$ cat src/rtl/event_pulse_detector.sv
// Event-stream monitor: registered strobes for programmable code matches, any
// non-null event and heartbeat, plus a heartbeat-loss watchdog level.
module event_pulse_detector #(
    parameter int         CLK_FREQUENCY  = 125000000,
    parameter int         MATCH_COUNT    = 4,
    parameter logic [7:0] HEARTBEAT_CODE = 8'h7A,
    parameter int         TIMEOUT_MS     = 10
) (
    input  logic                     clk,
    input  logic                     rst,
    input  logic [7:0]               eventCode,
    input  logic [8*MATCH_COUNT-1:0] matchCodes,
    input  logic [MATCH_COUNT-1:0]   matchEnable,
    output logic [MATCH_COUNT-1:0]   matchPulse,
    output logic                     anyEventPulse,
    output logic                     heartbeatPulse,
    output logic                     heartbeatTimeout,
    output logic [15:0]              eventCount
);

    localparam int N = $rtoi((CLK_FREQUENCY / 1.0e3) * TIMEOUT_MS);
    localparam int WD_W = (N > 1) ? $clog2(N) : 1;
    localparam logic [WD_W-1:0] WD_RELOAD = WD_W'(N - 1);

    typedef enum logic {
        ARMED     = 1'b0,
        TIMED_OUT = 1'b1
    } wd_state_t;

    wd_state_t              state;
    wd_state_t              state_next;
    logic [WD_W-1:0]        wdCount;
    logic [WD_W-1:0]        wd_next;
    logic                   is_event;
    logic                   is_heartbeat;
    logic [MATCH_COUNT-1:0] hit;

    // Null code can never hit a slot, even one programmed to 8'h00.
    always_comb begin
        is_event     = (eventCode != 8'h00);
        is_heartbeat = (eventCode == HEARTBEAT_CODE);
        hit          = '0;
        for (int k = 0; k < MATCH_COUNT; k++) begin
            hit[k] = matchEnable[k] && is_event &&
                     (eventCode == matchCodes[8*k +: 8]);
        end
    end

    always_ff @(posedge clk) begin
        if (rst) begin
            matchPulse     <= '0;
            anyEventPulse  <= 1'b0;
            heartbeatPulse <= 1'b0;
            eventCount     <= 16'd0;
        end else begin
            matchPulse     <= hit;
            anyEventPulse  <= is_event;
            heartbeatPulse <= is_heartbeat;
            if (is_event) begin
                eventCount <= eventCount + 16'd1;
            end
        end
    end

    always_ff @(posedge clk) begin
        if (rst) begin
            state            <= ARMED;
            wdCount          <= WD_RELOAD;
            heartbeatTimeout <= 1'b0;
        end else begin
            state            <= state_next;
            wdCount          <= wd_next;
            heartbeatTimeout <= (state_next == TIMED_OUT);
        end
    end

    // A heartbeat on the cycle the counter reaches zero wins over the timeout.
    always_comb begin
        state_next = state;
        wd_next    = wdCount;
        case (state)
            ARMED: begin
                if (is_heartbeat) begin
                    wd_next = WD_RELOAD;
                end else if (wdCount == '0) begin
                    state_next = TIMED_OUT;
                end else begin
                    wd_next = wdCount - WD_W'(1);
                end
            end
            TIMED_OUT: begin
                if (is_heartbeat) begin
                    wd_next    = WD_RELOAD;
                    state_next = ARMED;
                end else begin
                    wd_next = '0;
                end
            end
        endcase
    end

endmodule
$ cat config.mk
export PLATFORM = sky130hd
export DESIGN_NAME = event_pulse_detector
export DESIGN_NICKNAME = d
export VERILOG_FILES = /design/src/rtl/event_pulse_detector.sv
export SDC_FILE = /design/constraint.sdc
export NUM_CORES = 1
export LEC_CHECK = 0
export BUFFER_PORTS_ARGS = -buffer_cell sky130_fd_sc_hd__buf_2
export CAP_MARGIN = 20
export CORE_UTILIZATION = 55
export CTS_CLUSTER_SIZE = 40
export DETAILED_ROUTE_END_ITERATION = 10
export PLACE_DENSITY = 0.84
export SYNTH_ARGS = -nofsm -noshare
export SYNTH_HDL_FRONTEND = slang
export SYNTH_SLANG_ARGS = --single-unit
$ cat constraint.sdc
create_clock -name clk -period 4.4 [get_ports clk]
set_input_delay 0 -clock clk [delete_from_list [all_inputs] [get_ports clk]]
set_output_delay 0 -clock clk [all_outputs]
set_load 0.03 [all_outputs]
Word-level counts from Yosys, hierarchy flattened --
Cells that the tools add are included. W data, S select, Z words.
Word-level totals: bits in registers 44, bits in latches 0, memory bits (writable) 0, ROM bits 0, bits of input ports 46, output and inout bits 23, memories kept 0
Cells by class: add/sub/neg operators 2, $mul 0, div/mod/pow operators 0, $lt $le $gt $ge 0, eq/ne operators 6, shift-type cells 0, muxes and demuxes 8, bitwise gates (word level) 1, reductions and logical operators 10
Operator list (count):
- $mux W21 | 3
- $pmux W21 S2 | 1
- $eq A8 B8 Y1 | 4
- $logic_not A21 Y1 | 1
- $sub A21 B1 Y21 const B | 1
- $add A16 B1 Y16 const B | 1
- $eq A8 B7 Y1 const B | 1
- $logic_and A1 B1 Y1 | 8
- $reduce_bool A8 Y1 | 1
- $mux W1 | 3
- $ne A3 B3 Y1 const B | 1
- $pmux W1 S2 | 1
- $not A1 Y1 | 1

Depth between registers and ports, before layout --
Gate-level depths: netlist of the first run.
depth in word-level cells 4, depth in mapped cells 9

Worst setup path after synthesis of the first run --
Ideal clock, no wire load.
kind reg2reg, start reg wdCount[11], end reg wdCount[19], setup time 0.070 ns, arrival time 2.162 ns, setup slack 2.167 ns, cell stages (with the launch flop) 7, path buffers 1, path through dfxtp_1 or4_1 buf_2 or4_4 or3_1 or3_1 a21oi_1
On the way: word-level cells in the longest chain between the ends 4, elaborated cells on any way between the ends 6
Ends and longest elaborated chain:
- start, declared | line 32 | logic [WD_W-1:0] wdCount;
- start signal, assigned | line 72 | wdCount <= wd_next;
- $sub A21 B1 Y21 | line 88 | wd_next = wdCount - WD_W'(1);
- $mux W21 | line 85 | end else if (wdCount == '0) begin
- $mux W21 | line 83 | if (is_heartbeat) begin
- $pmux W21 S2 | line 81 | case (state)
Parallel ways exist; a longest one is shown, timed or not. The select of a mux whose other input is x is not followed. A chain may end at the register's enable or synchronous reset.

Worst setup path after layout of the first run --
start reg wdCount[11], end reg wdCount[4]
On the way: word-level cells in the longest chain between the ends 2
Ends and longest elaborated chain (line):
- $logic_not A21 Y1 | 85
- $ne A3 B3 Y1 (no line)
Every way passes these cells.

==> results.sh, run 1 <==
export IMPL_peakVddDrop_v=0.000183
export IMPL_finalSetupViolCount=0
export IMPL_syn_nets=344
export IMPL_syn_area_mm2=0.00244
export IMPL_cts_num_sinks=44
export IMPL_pre_cts_slack_ns=2.03
export IMPL_io_buffers=68
export IMPL_htreeDepth=2
export IMPL_core_area_mm2=0.00414
export IMPL_worstSetupStartpoint="wdCount[11]"
export IMPL_rsz0062_at_grt="no"
export IMPL_period_share_pct=54.9
export IMPL_dr_pass1_iters=4
export IMPL_start_kind="register"
export IMPL_routed_via_count=2427
export IMPL_max_stage_delay_ns=0.66
export IMPL_ioPinCount=69
export IMPL_hold_slack_ns=0.00320
export IMPL_p_leak_nw=1.14
export IMPL_worstPathMaxFanout=18
export IMPL_wl_um=5980
export IMPL_r2r_end="wdCount[4]"
export IMPL_crit_chain="or4_1 > nor4_2 > and3_1 > o21ai_0 > a21oi_1"
export IMPL_first_iter_violations=207
export IMPL_fin_setup_tns_ns=0
export IMPL_hp_class="input port to register"
export IMPL_finClkSkew_ns=0.00761
export IMPL_post_cts_buffers=0
export IMPL_placed_cells=397
export IMPL_slew_limit_headroom_pct=41.3
export IMPL_place_congestion=0.919
export IMPL_n_fill_cell=332
export IMPL_r2r_cells=5
export IMPL_avgSynthCellArea_um2=8.27
export IMPL_p_total_mw=0.749
export IMPL_cp_required_ns=4.61
export IMPL_drv_slew=0
export IMPL_ys_types=43
export IMPL_endpoint_kind="register"
export IMPL_synthCells=295
export IMPL_grt_ovfl_total=0
export IMPL_grt_pass1_wl_um=9370
export IMPL_synth_warnings=0
export IMPL_die_w_um=68.6
export IMPL_rows=23
export IMPL_crit_family="simple AND/OR/NAND/NOR gates"
export IMPL_clock_latency_ns=0.29
export IMPL_max_freq_mhz=414
export IMPL_status="complete, no violations"
export IMPL_dpl_hpwl_um=4310
export IMPL_ant_nets=0
export IMPL_drc=0
export IMPL_start_util_pct=58.9
export IMPL_finish_instance_area_mm2=0.00295
export IMPL_critPathSlowestCell="or4_1"
export IMPL_post_route_util_pct=71.1
export IMPL_crit_buf_inv=0
export IMPL_grt_max_degree=21
export IMPL_cts_buffer_depth=2
export IMPL_rrSetupSlack_ns=1.99
export IMPL_dieArea_mm2=0.00471
export IMPL_finalHoldViolCount=0
export IMPL_numCtsBuffers=5
export IMPL_wire_per_inst_um=14.5
export IMPL_rr_startpoint="wdCount[11]"
export IMPL_synth_seq_cells=44
export IMPL_diodes=0
export IMPL_endpoint="wdCount[4]"
export IMPL_clk_pin_slew_ns=0.08
export IMPL_cp_arrival_ns=2.63
export IMPL_syn2layout_area_growth_pct=20.7
export IMPL_path_depth=5
export IMPL_instances_no_fill=413
export IMPL_gr_usage_all_layers_pct=26.8
export IMPL_fin_ws_ns=1.99
export IMPL_maxCapViolations=0
export IMPL_cts_tree="yes"
export IMPL_worstSetupPathType="register to register"
export IMPL_root_buffer="clkbuf_8"
export IMPL_antenna_found_initial=0
export IMPL_layout_drive_gt1_share_pct=22.3
export IMPL_yosysSeqAreaShare_pct=36.1
export IMPL_fin_crit_ns=2.41
export IMPL_worstMarginPinSlew_ns=0.866
export IMPL_power_density_mw_per_mm2=254
export IMPL_vias_per_cell=5.88
export IMPL_grt_pass1_vias=2127
export IMPL_postPlaceCellArea_mm2=0.00278
export IMPL_die_y_um=68.6
export IMPL_final_nets=412
[cells by family (layout without fill, tap and decap cells)]
logic type	count (synthesis)	after routing	share of synthesized area, %
XOR/XNOR	47	47	16.9
buffers and inverters	25	93	4.10
flip-flops	44	44	36.1
adder cells (fa/ha/maj)	3	3	1.54
multiplexers	1	1	0.410
AO/OA/AOI/OAI	48	48	11.9
AND/OR/NAND/NOR	127	127	29.1
[layout by cell type (no fill, tap or decap), drive strengths merged, types with 11 or more instances in the layout]
cell and count:
dfxtp 44, nor4 11, nor3 16, o21ai 16, or3 14, nand2 16
nor2 24, a21oi 16, xnor2 28, nand3 12, xor2 19, buf 68
[report_power, final]
group / internal [mW] / leakage, nW / switching (mW) / total, mW
clock: 0.108 / 0.0410 / 0.132 / 0.240
combinational: 0.0459 / 0.740 / 0.0533 / 0.0992
sequential: 0.403 / 0.356 / 0.00687 / 0.410
[sequential cells by signal (all words and copies together) (netlist names)]
signal          cells
anyEventPulse       1
eventCount         16
heartbeatPulse      1
matchPulse          4
state               1
wdCount            21
[synthesized netlist by cell type, drive strengths merged]
master  number  area, um^2
a21oi       16        80.1
a311o        1        10.0
a311oi       1        8.76
a31oi        1        6.26
a32oi        1        8.76
and2         2        12.5
and3         2        12.5
and4         2        17.5
buf          7        32.5
clkbuf       9        33.8
dfxtp       44         881
ha           3        37.5
inv          9        33.8
mux2i        1        10.0
nand2       16        60.1
nand2b       3        18.8
nand3       12        60.1
nand3b       3        22.5
nand4        4        25.0
nand4b       1        8.76
nor2        24        90.1
nor3        16        80.1
nor3b        2        15.0
nor4        11        81.3
o211ai       3        22.5
o21ai       16        80.1
o311ai       4        35.0
o31a         1        8.76
o31ai        3        22.5
o41ai        1        8.76
or2          3        18.8
or3         14        87.6
or3b         2        17.5
or4          9        71.3
or4b         1        10.0
xnor2       28         245
xor2        19         166
[worst min-delay path by stage]
stage               slack (ns)           start             to  depth (start not counted)
floorplan                 0.12  matchEnable[2]  matchPulse[2]                          2
global placement          0.23  matchEnable[2]  matchPulse[2]                          3
detailed placement        0.24  matchEnable[1]  matchPulse[1]                          3
CTS                      0.002  matchCodes[30]  matchPulse[3]                          4
global route             0.005  matchCodes[30]  matchPulse[3]                          4
finish                   0.003  matchCodes[30]  matchPulse[3]                          4
[timing repair]
action,CTS,global route
resized for setup,0,0
hold buffers,9,0
hold endpoints to repair,4,0
[worst register-to-register path: stages, from the launching register on]
cell and delay [ns]:
dfxtp_1 0.35, or4_1 0.66, nor4_2 0.46, and3_1 0.55, o21ai_0 0.17, a21oi_1 0.15
[cell type report]
| class | instances | area (um^2) | area share, % |
|---|---|---|---|
| flip-flops and latches | 44 | 881 | 29.9 |
| multi-input cells | 226 | 1460 | 49.6 |
| clock buffers | 6 | 72.6 | 2.46 |
| inverters | 9 | 33.8 | 1.15 |
| well taps | 50 | 62.6 | 2.12 |
| clock inverters | 1 | 5.00 | 0.170 |
| repair buffers | 77 | 430 | 14.6 |
[routing by layer]
metal	vias up	part of all wire, %	global-route usage (%)
li1	1193	-	-
met3	11	6.0	5.92
met4	0	1.2	9.11
met2	96	51	46.6
met5	-	0	0
met1	1127	42	32.4
(Power assumes the default switching activity.)
==> run 2: changes to the inputs <==
- CORE_UTILIZATION: 55 -> 47
- PLACE_DENSITY: 0.84 -> 0.76
- clock period: 4.4 -> 2 ns (I/O delays scaled with it)
==> run 2 against run 1 <==
Net effect:
- clock power grew to 3.9 times the previous value
- the run now ends with setup timing left
- die area grew 17%
- global-route usage shrank 1.1 points
- combinational power grew to 2.6 times the previous value
- critical endpoint is now wdCount[19]
- highest routed layer unchanged
- core utilization grew 1.9 points
==> results.sh, run 2 (synthesis gave the netlist of run 1 again) <==
export IMPL_start_kind="register"
export IMPL_antenna_found_initial=0
export IMPL_htreeDepth=2
export IMPL_top_register="wdCount"
export IMPL_top_regs="wdCount: 21 flops, eventCount: 16 flops, matchPulse: 4 flops"
export IMPL_root_buffer="clkbuf_8"
export IMPL_finalHoldViolCount=0
export IMPL_critPathSlowestCell="or4_4"
export IMPL_hp_class="input port to register"
export IMPL_placed_cells=450
export IMPL_rsz0062_at_grt="yes"
export IMPL_rrSetupSlack_ns=-0.16
export IMPL_endpoint="wdCount[19]"
export IMPL_syn2layout_area_growth_pct=44.9
export IMPL_finish_instance_area_mm2=0.00354
export IMPL_worstSetupPathType="register to register"
export IMPL_p_total_mw=2.10
export IMPL_grt_pass1_vias=2479
export IMPL_grt_ovfl_total=0
export IMPL_dr_pass1_iters=4
export IMPL_start_util_pct=50.3
export IMPL_crit_chain="or4_4 > or4_4 > or3_4 > or3_4 > a21oi_2"
export IMPL_rows=25
export IMPL_worstMarginPinSlew_ns=0.432
export IMPL_routed_via_count=2635
export IMPL_clk_pin_slew_ns=0.09
export IMPL_period_share_pct=108
export IMPL_fin_setup_tns_ns=-0.809
export IMPL_cts_num_sinks=44
export IMPL_sequential_cell_area_um2=883
export IMPL_ant_nets=0
export IMPL_finalSetupViolCount=12
export IMPL_fin_crit_ns=2.16
export IMPL_endpoint_kind="register"
export IMPL_drc=0
export IMPL_gr_usage_all_layers_pct=25.7
export IMPL_multiInputGateArea_mm2=0.00158
export IMPL_crit_family="simple AND/OR/NAND/NOR gates"
export IMPL_max_freq_mhz=463
export IMPL_status="finished, violations left"
export IMPL_io_buffers=68
export IMPL_peakVddDrop_v=0.000422
export IMPL_core_area_mm2=0.00485
export IMPL_diodes=0
export IMPL_die_w_um=74.1
export IMPL_r2r_cells=5
export IMPL_rr_startpoint="wdCount[11]"
export IMPL_power_density_mw_per_mm2=594
export IMPL_die_y_um=74.1
export IMPL_dieArea_mm2=0.00549
export IMPL_slew_limit_headroom_pct=70.9
export IMPL_final_nets=456
export IMPL_layout_common_cells="buf_2 (68), dfxtp_1 (42), buf_4 (37)"
export IMPL_max_stage_delay_ns=0.54
export IMPL_cp_required_ns=2.23
export IMPL_violations="setup timing"
export IMPL_largest_reg_flops=21
export IMPL_cp_arrival_ns=2.39
export IMPL_worstPathMaxFanout=2
export IMPL_numCtsBuffers=5
export IMPL_grt_pass1_wl_um=10900
export IMPL_maxCapViolations=0
export IMPL_r2r_end="wdCount[19]"
export IMPL_drv_slew=0
export IMPL_path_depth=5
export IMPL_layout_drive_gt1_share_pct=36.0
export IMPL_place_congestion=0.896
export IMPL_wire_per_inst_um=14.8
export IMPL_worstSetupStartpoint="wdCount[11]"
export IMPL_clock_latency_ns=0.30
export IMPL_cts_buffer_depth=2
export IMPL_n_fill_cell=335
export IMPL_ioPinCount=69
export IMPL_p_leak_nw=1.42
export IMPL_instances_no_fill=475
export IMPL_fin_ws_ns=-0.159
export IMPL_wl_um=7010
export IMPL_dpl_hpwl_um=4740
export IMPL_grt_max_degree=21
export IMPL_vias_per_cell=5.55
export IMPL_finClkSkew_ns=0.00765
export IMPL_cts_tree="yes"
export IMPL_final_common_cell="buf_2"
export IMPL_crit_buf_inv=0
export IMPL_first_iter_violations=185
export IMPL_postPlaceCellArea_mm2=0.00307
run 2: power breakdown:
part           internal [mW]  switching, mW  total, mW
Combinational          0.125          0.131      0.257
Sequential             0.888         0.0126      0.900
Clock                  0.625          0.319      0.944
run 2: area by class of cell:
| type | count | area share, % |
|---|---|---|
| Tap cell | 67 | 2.37 |
| Timing Repair Buffer | 121 | 22.6 |
| Clock inverter | 3 | 2.55 |
| Clock buffer | 5 | 1.95 |
| Multi-Input combinational cell | 226 | 44.6 |
| Sequential cell | 44 | 25.0 |
| Inverter | 9 | 0.955 |
run 2: timing repair:
| action | 4_1_cts | 5_1_grt |
|---|---|---|
| hold buffers | 12 | 0 |
| pin swaps | 3 | 15 |
| gates cloned | 0 | 1 |
| setup endpoints to repair | 15 | 25 |
| hold endpoints to repair | 4 | 0 |
| setup buffers | 0 | 4 |
| gates resized for setup | 7 | 33 |
run 2: metal layers:
| metal | part of all wire, % | wire, um | vias up | track usage [%] |
|---|---|---|---|---|
| met5 | 0 | 0 | - | 0 |
| met4 | 1.8 | 125 | 0 | 10.0 |
| met3 | 4.8 | 334 | 14 | 4.88 |
| met2 | 51 | 3600 | 104 | 44.0 |
| met1 | 42 | 2950 | 1243 | 31.8 |
| li1 | - | - | 1274 | - |
run 2: worst min path at each step:
stage | from | end | cells past startpoint
floorplan | matchEnable[2] | matchPulse[2] | 2
global placement | matchEnable[2] | matchPulse[2] | 3
detailed placement | matchEnable[2] | matchPulse[2] | 3
CTS | rst | eventCount[4] | 2
global route | rst | eventCount[1] | 2
finish | rst | heartbeatPulse | 2
run 2: metrics by stage:
| step | setup WS [ns] | utilization (%) | hold slack (ns) |
|---|---|---|---|
| after floorplan | -0.219 | - | 0.118 |
| after global placement | -0.117 | 63.3 | 0.227 |
| after detailed placement | -0.148 | 63.3 | 0.238 |
| after CTS | -0.165 | 69.6 | 0.0778 |
| after global routing | -0.203 | 73.0 | 0.0962 |
| final | -0.159 | 73.0 | 0.0854 |
==> run 3: changes to the inputs <==
- CORE_MARGIN: default -> 2
- CORE_UTILIZATION: 47 -> 55
- PLACE_DENSITY: 0.76 -> 0.84
- clock period: 2 -> 2.5 ns (I/O delays scaled with it)
==> run 3 against run 2 <==
Net effect:
- the run now ends clean
- highest routed layer unchanged
- sequential share of layout area rose by 3.8 points
- routed wire length down 12%
- combinational power is 30% lower
- cell count shrank 9.9%
- critical path depth stayed put
- count of clock-buffer cells in the layout increased by 1
- non-clock buffer count is 32 lower
- clock skew decreased by 0.0021 ns
- worst hold slack got worse by 0.019 ns
==> results.sh, run 3 (synthesis gave the netlist of run 1 again) <==
export IMPL_core_area_mm2=0.00432
export IMPL_endpoint_kind="register"
export IMPL_status="complete, no violations"
export IMPL_rr_startpoint="wdCount[11]"
export IMPL_worstSetupStartpoint="wdCount[11]"
export IMPL_slew_limit_headroom_pct=72.6
export IMPL_cp_required_ns=2.73
export IMPL_critPathSlowestCell="or4_1"
export IMPL_rsz0062_at_grt="no"
export IMPL_rows=24
export IMPL_ioPinCount=69
export IMPL_drc=0
export IMPL_grt_pass1_wl_um=10400
export IMPL_top_register="wdCount"
export IMPL_fin_ws_ns=0.277
export IMPL_maxCapViolations=0
export IMPL_cts_buffer_depth=2
export IMPL_finalSetupViolCount=0
export IMPL_multiInputGateArea_mm2=0.00146
export IMPL_diodes=0
export IMPL_cp_arrival_ns=2.45
export IMPL_path_depth=5
export IMPL_dr_pass1_iters=4
export IMPL_die_y_um=70.6
export IMPL_crit_buf_inv=0
export IMPL_clock_latency_ns=0.30
export IMPL_finalHoldViolCount=0
export IMPL_cts_tree="yes"
export IMPL_hold_path_depth=2
export IMPL_cts_num_sinks=44
export IMPL_routed_via_count=2484
export IMPL_fin_setup_tns_ns=0
export IMPL_grt_pass1_vias=2400
export IMPL_worstSetupPathType="register to register"
export IMPL_final_nets=424
export IMPL_htreeDepth=2
export IMPL_top_regs="wdCount: 21 flops, eventCount: 16 flops, matchPulse: 4 flops"
export IMPL_antenna_found_initial=0
export IMPL_syn2layout_area_growth_pct=25.2
export IMPL_crit_family="simple AND/OR/NAND/NOR gates"
export IMPL_dpl_hpwl_um=4340
export IMPL_max_freq_mhz=450
export IMPL_peakVddDrop_v=0.000342
export IMPL_io_buffers=68
export IMPL_root_buffer="clkbuf_8"
export IMPL_vias_per_cell=5.80
export IMPL_finish_instance_area_mm2=0.00306
export IMPL_numCtsBuffers=5
export IMPL_ant_nets=0
export IMPL_n_fill_cell=339
export IMPL_die_w_um=70.6
export IMPL_fin_crit_ns=2.22
export IMPL_gr_usage_all_layers_pct=25.7
export IMPL_clk_pin_slew_ns=0.08
export IMPL_post_route_util_pct=70.7
export IMPL_crit_chain="or4_1 > or4_4 > or3_1 > or3_1 > a21oi_1"
export IMPL_worstPathMaxFanout=6
export IMPL_wl_um=6200
export IMPL_wire_per_inst_um=14.5
export IMPL_pre_cts_slack_ns=0.237
export IMPL_r2r_cells=5
export IMPL_layout_drive_gt1_share_pct=25.3
export IMPL_grt_max_degree=21
export IMPL_critPathMostFrequentCell="or3_1"
export IMPL_sequential_cell_area_um2=881
export IMPL_hp_class="input port to register"
export IMPL_finClkSkew_ns=0.00555
export IMPL_post_cts_buffers=0
export IMPL_max_stage_delay_ns=0.55
export IMPL_dieArea_mm2=0.00499
export IMPL_period_share_pct=88.9
export IMPL_hold_slack_ns=0.0662
export IMPL_worstHoldStart="rst"
export IMPL_largest_reg_flops=21
export IMPL_grt_ovfl_total=0
export IMPL_final_common_cell="buf_2"
export IMPL_worstMarginPinSlew_ns=0.410
export IMPL_layout_common_cells="buf_2 (68), dfxtp_1 (44), xnor2_1 (28)"
export IMPL_start_kind="register"
export IMPL_first_iter_violations=185
export IMPL_start_util_pct=56.5
export IMPL_power_density_mw_per_mm2=445
export IMPL_p_leak_nw=1.21
export IMPL_postPlaceCellArea_mm2=0.00286
export IMPL_place_congestion=0.875
export IMPL_drv_slew=0
run 3: cell types whose count changed in the layout (fill, tap and decap cells not counted), moves of 3 or more:
cell,delta
a21oi_1,+3
a21oi_2,-3
buf_4,-26
bufinv_16,-3
o21ai_0,+6
o21ai_2,-4
or3_1,+3
or3_4,-3
or4_1,+3
or4_4,-3
run 3: path summary, 6_finish.rpt:
kind	endpoint	slack, ns
worst max-delay path	wdCount[19]	0.28
worst min-delay path	eventCount[11]	0.07
worst max register to register	wdCount[19]	0.28
worst min register to register	wdCount[18]	0.49
run 3: where the power goes:
part	leakage (nW)	total, mW	internal, mW	switching, mW
clock network	0.0510	0.459	0.220	0.238
logic	0.800	0.180	0.0835	0.0966
registers	0.356	0.720	0.710	0.0106
run 3: worst register-to-register path: stages, from the launching register on:
cell,delay (ns)
dfxtp_1,0.35
or4_1,0.55
or4_4,0.44
or3_1,0.33
or3_1,0.34
a21oi_1,0.14
run 3: metrics by stage:
stage / std cells / power, mW
after CTS: 428 / 1.36
after floorplan: 295 / 0.842
final: 428 / 1.36
after global routing: 428 / 1.41
after detailed placement: 410 / 0.904
after global placement: 410 / 0.900
run 3: timing repair:
action | CTS | global route
gates resized for setup | 0 | 1
hold buffers | 10 | 0
endpoints found under the hold margin | 4 | 0
endpoints found under the setup margin | 0 | 1
run 3: metal layers:
layer / GRT usage (%) / vias up / part of all wire (%) / routed length [um]
met4: 9.43 / 0 / 2.2 / 137
met5: 0 / - / 0 / 0
met3: 5.84 / 15 / 7.4 / 462
met1: 29.7 / 1150 / 39 / 2440
li1: - / 1217 / - / -
met2: 46.4 / 102 / 51 / 3170
run 3: layout make-up:
cell class,instances,area share (%)
inverter,9,1.11
tap,52,2.13
multi-input combinational,226,47.8
clock buffer,6,2.70
sequential,44,28.8
timing repair buffer,89,17.1
clock inverter,2,0.327
